===== src/rtl/coin_sprite_animator.sv =====
// Coin sprite address/animation stage: maps DrawX/DrawY to a 20x20 ROM address, picks the spin frame,
// registers the ROM colour and runs the HIDDEN/SPINNING/POPPING life cycle. Option: COIN_SPIN_PINGPONG_EN.
module coin_sprite_animator #(
    parameter int          SPRITE_W        = 20,
    parameter int          TICKS_PER_STEP  = 8,
    parameter int          POP_TICKS       = 16,
    parameter int          POP_RISE        = 2,
    parameter logic [23:0] TRANSPARENT_KEY = 24'h800080
) (
    input  logic        Clk,
    input  logic        Reset_n,
    input  logic        frame_tick,
    input  logic        spawn,
    input  logic        collect,
    input  logic [9:0]  spawn_x,
    input  logic [9:0]  spawn_y,
    input  logic [9:0]  DrawX,
    input  logic [9:0]  DrawY,
    input  logic [23:0] rom_color,
    output logic [8:0]  rom_address,
    output logic [1:0]  frame_sel,
    output logic        coin_on,
    output logic [23:0] coin_color,
    output logic [1:0]  coin_state
);

    typedef enum logic [1:0] {HIDDEN = 2'd0, SPINNING = 2'd1, POPPING = 2'd2} state_t;

    localparam int STEP_W = (TICKS_PER_STEP > 1) ? $clog2(TICKS_PER_STEP) : 1;
    localparam int POP_W  = $clog2(POP_TICKS + 1);
    localparam logic [STEP_W-1:0] STEP_LAST = STEP_W'(TICKS_PER_STEP - 1);
    localparam logic [POP_W-1:0]  POP_LAST  = POP_W'(POP_TICKS - 1);
    localparam logic [9:0]        SIZE10    = 10'(SPRITE_W);
    localparam logic [8:0]        SIZE9     = 9'(SPRITE_W);
    localparam logic [9:0]        RISE10    = 10'(POP_RISE);

    state_t             state_q, state_d;
    logic [1:0]         frame_q, frame_d;
    logic [STEP_W-1:0]  step_q, step_d;
    logic [POP_W-1:0]   pop_q, pop_d;
    logic [9:0]         pos_x_q, pos_x_d;
    logic [9:0]         pos_y_q, pos_y_d;
    logic [8:0]         addr_q, addr_d;
    logic               inside_q, inside_d;
    logic               on_q, on_d;
    logic [23:0]        color_q, color_d;
    logic [1:0]         adv_frame;

`ifdef COIN_SPIN_PINGPONG_EN
    logic dir_down_q, dir_down_d;
    logic adv_dir_down;

    // Bounce at the ends of the 0..3 range instead of wrapping.
    always_comb begin
        adv_dir_down = dir_down_q;
        if (!dir_down_q) begin
            if (frame_q == 2'd3) begin
                adv_frame    = 2'd2;
                adv_dir_down = 1'b1;
            end else begin
                adv_frame = frame_q + 2'd1;
            end
        end else if (frame_q == 2'd0) begin
            adv_frame    = 2'd1;
            adv_dir_down = 1'b0;
        end else begin
            adv_frame = frame_q - 2'd1;
        end
    end
`else
    assign adv_frame = frame_q + 2'd1;
`endif

    // State register
    always_ff @(posedge Clk) begin
        if (!Reset_n) begin
            state_q    <= HIDDEN;
            frame_q    <= 2'd0;
            step_q     <= '0;
            pop_q      <= '0;
            pos_x_q    <= 10'd0;
            pos_y_q    <= 10'd0;
            addr_q     <= 9'd0;
            inside_q   <= 1'b0;
            on_q       <= 1'b0;
            color_q    <= 24'd0;
`ifdef COIN_SPIN_PINGPONG_EN
            dir_down_q <= 1'b0;
`endif
        end else begin
            state_q    <= state_d;
            frame_q    <= frame_d;
            step_q     <= step_d;
            pop_q      <= pop_d;
            pos_x_q    <= pos_x_d;
            pos_y_q    <= pos_y_d;
            addr_q     <= addr_d;
            inside_q   <= inside_d;
            on_q       <= on_d;
            color_q    <= color_d;
`ifdef COIN_SPIN_PINGPONG_EN
            dir_down_q <= dir_down_d;
`endif
        end
    end

    // Next-state: life cycle, animation counters and the two pixel stages
    always_comb begin
        state_d = state_q;
        frame_d = frame_q;
        step_d  = step_q;
        pop_d   = pop_q;
        pos_x_d = pos_x_q;
        pos_y_d = pos_y_q;
`ifdef COIN_SPIN_PINGPONG_EN
        dir_down_d = dir_down_q;
`endif
        unique case (state_q)
            HIDDEN: begin
                if (spawn) begin
                    state_d = SPINNING;
                    pos_x_d = spawn_x;
                    pos_y_d = spawn_y;
                    frame_d = 2'd0;
                    step_d  = '0;
`ifdef COIN_SPIN_PINGPONG_EN
                    dir_down_d = 1'b0;
`endif
                end
            end
            SPINNING: begin
                // A pending collect or respawn takes the cycle; a coincident tick is dropped.
                if (collect) begin
                    state_d = POPPING;
                    pop_d   = '0;
                end else if (spawn) begin
                    pos_x_d = spawn_x;
                    pos_y_d = spawn_y;
                    frame_d = 2'd0;
                    step_d  = '0;
`ifdef COIN_SPIN_PINGPONG_EN
                    dir_down_d = 1'b0;
`endif
                end else if (frame_tick) begin
                    if (step_q == STEP_LAST) begin
                        step_d  = '0;
                        frame_d = adv_frame;
`ifdef COIN_SPIN_PINGPONG_EN
                        dir_down_d = adv_dir_down;
`endif
                    end else begin
                        step_d = step_q + 1'b1;
                    end
                end
            end
            POPPING: begin
                if (frame_tick) begin
                    frame_d = adv_frame;
`ifdef COIN_SPIN_PINGPONG_EN
                    dir_down_d = adv_dir_down;
`endif
                    pos_y_d = (pos_y_q < RISE10) ? 10'd0 : pos_y_q - RISE10;
                    if (pop_q == POP_LAST) begin
                        state_d = HIDDEN;
                        pop_d   = '0;
                    end else begin
                        pop_d = pop_q + 1'b1;
                    end
                end
            end
            default: state_d = HIDDEN;
        endcase
    end

    // Pixel stage 1 (box test + address) and stage 2 (colour capture + key test)
    logic [9:0] dx, dy;
    always_comb begin
        dx       = DrawX - pos_x_q;
        dy       = DrawY - pos_y_q;
        inside_d = (state_q != HIDDEN) && (DrawX >= pos_x_q) && (DrawY >= pos_y_q)
                   && (dx < SIZE10) && (dy < SIZE10);
        // Inside the box dx/dy are below SPRITE_W, which fits in 5 bits for any legal size.
        addr_d   = inside_d ? ({4'd0, dy[4:0]} * SIZE9 + {4'd0, dx[4:0]}) : 9'd0;
        color_d  = rom_color;
        on_d     = inside_q && (rom_color != TRANSPARENT_KEY);
    end

    // Outputs
    always_comb begin
        rom_address = addr_q;
        frame_sel   = frame_q;
        coin_on     = on_q;
        coin_color  = color_q;
        coin_state  = state_q;
    end

endmodule


===== config.mk =====
export PLATFORM = sky130hd
export DESIGN_NAME = coin_sprite_animator
export DESIGN_NICKNAME = d
export VERILOG_FILES = /design/src/rtl/coin_sprite_animator.sv
export SDC_FILE = /design/constraint.sdc
export NUM_CORES = 1
export LEC_CHECK = 0
export ABC_AREA = 1
export ABC_CLOCK_PERIOD_IN_PS = 5000
export CELL_PAD_IN_SITES_DETAIL_PLACEMENT = 1
export CELL_PAD_IN_SITES_GLOBAL_PLACEMENT = 1
export CORE_MARGIN = 2
export CORE_UTILIZATION = 32
export CTS_CLUSTER_SIZE = 28
export DETAILED_ROUTE_END_ITERATION = 6
export PLACE_DENSITY_LB_ADDON = 0.1
export REMOVE_ABC_BUFFERS = 1
export SLEW_MARGIN = 20
export SYNTH_ARGS = -nofsm -noshare
export SYNTH_HDL_FRONTEND = slang
export SYNTH_SLANG_ARGS = --single-unit

===== constraint.sdc =====
create_clock -name Clk -period 5 [get_ports Clk]
set_input_delay 0.75 -clock Clk [delete_from_list [all_inputs] [get_ports Clk]]
set_output_delay 0.75 -clock Clk [all_outputs]
set_load 0.005 [all_outputs]

==> run summary <==
For the detailed-route via count, the log shows 4175. The run gives 613 as the gate count of the mapped netlist. The power after layout was 3.060 mW; the global-route track usage on met3 was 0.04135. The layout cell share with drive strength beyond 1 was 0.08516; the static leakage was 2.847 nW. The post-synthesis sequential element count is 67. The initial standard-cell utilization of the core is 0.3266, and the largest fanout of any net on the critical path is 4. The clock edge transition at the registers on the reported setup and hold paths works out to 0.06 ns. Clock tree synthesis selected as its root buffer the cell clkbuf_16.

The initial antenna violation count was 0. Counting the fill cells in the layout gives 1645. Global routing finished with a remaining overflow of 0. The tools report the global routing met2 resource utilization as 0.3082. The worst setup path is captured at a register.

The tools report the endpoint of the most critical setup path as rom_address[8]$_SDFF_PN0_. The number of buffers added for setup after CTS is 0, and the routed wire length is 12.05 mm. The global routing met1 resource utilization is 0.2114, and the maximum number of pins on one net before global-route repair is 50. The run gives 0 as the number of diodes. Most used routing layer in global routing: met2. The area inside the core boundary is 13190 sq um. Setup violations remaining at the end of the flow were counted as 0.

The worst setup path is of the in -> reg kind. After legalization and detailed placement, the total HPWL measured 9.622 mm. The final critical delay including setup and external delays is 3.839 ns, and the highest attainable clock frequency is 260.5 MHz.

Hold buffer count at cts: 0. Hold is met by 0.4557 ns. The switching part of the total is 0.4211. The final total negative setup slack was 0 ns. The analysis attributes to net switching a power of 1.289 mW.

The tools report the startpoint of the worst-slack reg-to-reg timing path as pos_y_q[0]$_SDFFE_PN0P_. The worst setup path is launched from an input port. The fraction of the cycle the final worst path needs is 0.7678, and the maximum clock insertion buffer count is 2.

Counting the buffers created by CTS gives 9. The relative max-transition margin came out at 0.4496. For this run, the number of Yosys warnings is 0. The power share of the clock group is 0.263. The run finished with clean final reports. Setup repair after global routing left no endpoint under its margin. The die is 120.0 microns tall.

For the pin with the worst max-slew slack, the measured transition is 0.8048 ns. Compared with the post-synthesis result, the final layout area differs by 37.85%. Cell internal power was estimated by the tool at 1.771 mW. Data on the critical path arrives at its endpoint at 4.11 ns. Power spread over the standard cell area amounts to 515.3 nW/um^2. The x dimension of the die was 120.0 microns. The count of buffers inserted at the top-level ports works out to 106. The logs give 67 for the clock sink total and 14410 sq um for the floorplan die area. The peak supply drop was 0.1833 mV; the detailed-route DRC error count was 0. The run gives 3 as the number of H-tree levels. Total count of hold-check failures in the final report: 0.

Sequential fraction of design power: 0.217. Worst min-delay path class: reg -> reg. The final-report max-slew violation count came out at 0.

The tools report the start point of the critical path as DrawY[0]. Before antenna repair, the detailed router went through 4 iterations. The count of non-filler cells in the finished layout is 904. TritonCTS built the clock tree. The average detailed-routed wire length per instance came out at 13.33 microns. The run gives 5.27 ns as the required time reported for the critical path endpoint. For the worst-skew pair, the clock arrives at the later sink with an insertion delay of 0.34 ns. In the routed layout, each cell is associated on average with a via count of 4.618. The worst clock skew was 0.007556 ns; the number of unique standard cell types used by synthesis was 38. The tools report the count of boundary I/O pins as 107. The endpoint identified for the worst register-to-register timing path is rom_address[8]$_SDFF_PN0_.

The tools report the number of antenna-violating nets in the routed design as 0. The top cell types in the final layout, fill and taps aside, are nand2_1, inv_1, clkdlybuf4s50_1. Via count of the first global-routing pass: 4327. Commonest non-fill, non-tap cell in the layout: nand2_1.

The tools report the post-cts repair resize count as 0. Routability-driven placement finished with a final weighted congestion of 0.8516. The sequential fraction of the synthesis area is 0.3114. Each instance of the synthesized netlist takes up on average 7.028 sq um. Final layout net count: 832. After floorplanning, the core was divided into 42 placement rows.

The worst reg2reg path depth was 15; the synthesized cell area was 4308 sq um. The total track usage is 0.1746. The wire length of the first global-routing pass is 20.04 mm, and the combinational fraction of design power is 0.520. Max-cap violations in this run came to 0. The setup check on the worst reg-to-reg path leaves a slack of 1.64 ns. Including well taps, the total number of placed cells is 888. The core utilization of the finished layout came out at 0.4502. The detailed router's first-iteration violation count is 117.
[cells by family after synthesis]
group | share of synthesized area
AOI/OAI and AO/OA | 0.09585
xor gates and xnor gates | 0.03863
DFF | 0.3114
adders and majority gates | 0.1231
and+or+nand+nor | 0.3224
buffers and inverters | 0.1086
[per-layer routing]
layer,routed length (microns),up-vias
li1,-,2157
met1,5475,1959
met2,6031,50
met3,411,9
met4,130,0
met5,0,-
[flip-flops by register name, summed over array words and instances, names as in the netlist]
name         flops
coin_color      24
pos_x_q         10
pos_y_q         10
rom_address      9
pop_q            5
step_q           3
coin_state       2
frame_sel        2
coin_on          1
inside_q         1
[worst min-delay path by stage]
| stage | slack, ns | end | startpoint | depth (start not counted) |
|---|---|---|---|---|
| 5_1_grt | 0.48 | pop_q[4]$_SDFFE_PN0P_ | pop_q[4]$_SDFFE_PN0P_ | 1 |
| 3_5_place_dp | 0.45 | pos_x_q[4]$_SDFFE_PN0P_ | pos_x_q[4]$_SDFFE_PN0P_ | 2 |
| 2_1_floorplan | 0.43 | coin_on$_SDFF_PN0_ | inside_q$_SDFF_PN0_ | 2 |
| 3_3_place_gp | 0.45 | pos_x_q[6]$_SDFFE_PN0P_ | pos_x_q[6]$_SDFFE_PN0P_ | 2 |
| 4_1_cts | 0.46 | pos_x_q[4]$_SDFFE_PN0P_ | pos_x_q[4]$_SDFFE_PN0P_ | 2 |
| 6_report | 0.46 | pos_x_q[5]$_SDFFE_PN0P_ | pos_x_q[5]$_SDFFE_PN0P_ | 2 |
[metrics by stage]
step | setup slack, ns | instance area [sq um]
after CTS | 1.137 | 5938
final | 1.161 | 5938
after detailed placement | 0.8053 | 5564
after global placement | 0.8637 | 5564
after global routing | 0.8515 | 5938
after floorplan | 1.465 | 4275
[layout make-up]
| cell class | instances | area (sq um) | area share |
|---|---|---|---|
| tap | 176 | 220.2 | 0.03708 |
| clock inverter | 7 | 148.9 | 0.02507 |
| timing repair buffer | 107 | 1069 | 0.1799 |
| inverter | 116 | 435.4 | 0.07332 |
| clock buffer | 9 | 225.2 | 0.03793 |
| sequential | 67 | 1341 | 0.2259 |
| multi-input combinational | 422 | 2499 | 0.4208 |
[power groups by stage]
stage | registers, mW | clock network, mW | logic (mW)
6_report | 0.665 | 0.805 | 1.59
5_1_grt | 0.674 | 0.852 | 1.84
4_1_cts | 0.666 | 0.829 | 1.62
3_5_place_dp | 0.676 | 0 | 1.61
3_3_place_gp | 0.671 | 0 | 1.55
2_1_floorplan | 0.662 | 0 | 1.20
[critical path, stage by stage]
cell and delay (ns):
clkdlybuf4s50_1 0.40, inv_1 0.07, ha_1 0.15, inv_1 0.07, fa_1 0.58, a21boi_0 0.42
nor2_1 0.08, ha_1 0.24, fa_1 0.38, xnor2_1 0.25, nor3_1 0.09, or2_2 0.29
nand2_1 0.07, nand2_1 0.05, nand2_1 0.06, inv_1 0.04, nor3_2 0.12
[cells in the mapped netlist]
| library cell | instances | area [sq um] |
|---|---|---|
| a2111oi_0 | 1 | 8.760 |
| a211oi_1 | 1 | 7.510 |
| a21boi_0 | 2 | 15.01 |
| a21oi_1 | 50 | 250.2 |
| a21oi_2 | 1 | 8.760 |
| and2_1 | 1 | 6.260 |
| buf_2 | 2 | 10.01 |
| clkbuf_1 | 6 | 22.52 |
| clkinv_1 | 2 | 7.510 |
| dfxtp_1 | 67 | 1341 |
| fa_1 | 4 | 80.08 |
| ha_1 | 36 | 450.4 |
| inv_1 | 109 | 409.1 |
| inv_2 | 5 | 18.77 |
| nand2_1 | 153 | 574.3 |
| nand2_2 | 9 | 56.30 |
| nand2_4 | 2 | 22.52 |
| nand2_8 | 1 | 20.02 |
| nand3_1 | 30 | 150.1 |
| nand3_2 | 5 | 50.05 |
| nand3_4 | 1 | 17.52 |
| nand3b_1 | 7 | 52.55 |
| nand4_1 | 6 | 37.54 |
| nand4_2 | 1 | 12.51 |
| nor2_1 | 39 | 146.4 |
| nor2_2 | 5 | 31.28 |
| nor2_4 | 2 | 22.52 |
| nor2_8 | 1 | 20.02 |
| nor3_1 | 5 | 25.02 |
| nor3_2 | 10 | 100.1 |
| nor4_1 | 4 | 25.02 |
| o211ai_1 | 1 | 7.510 |
| o21ai_0 | 21 | 105.1 |
| o311a_1 | 1 | 10.01 |
| or2_0 | 1 | 6.260 |
| or2_2 | 2 | 12.51 |
| xnor2_1 | 6 | 52.55 |
| xor2_1 | 13 | 113.9 |
No activity file was read; power rests on OpenSTA's default activity.
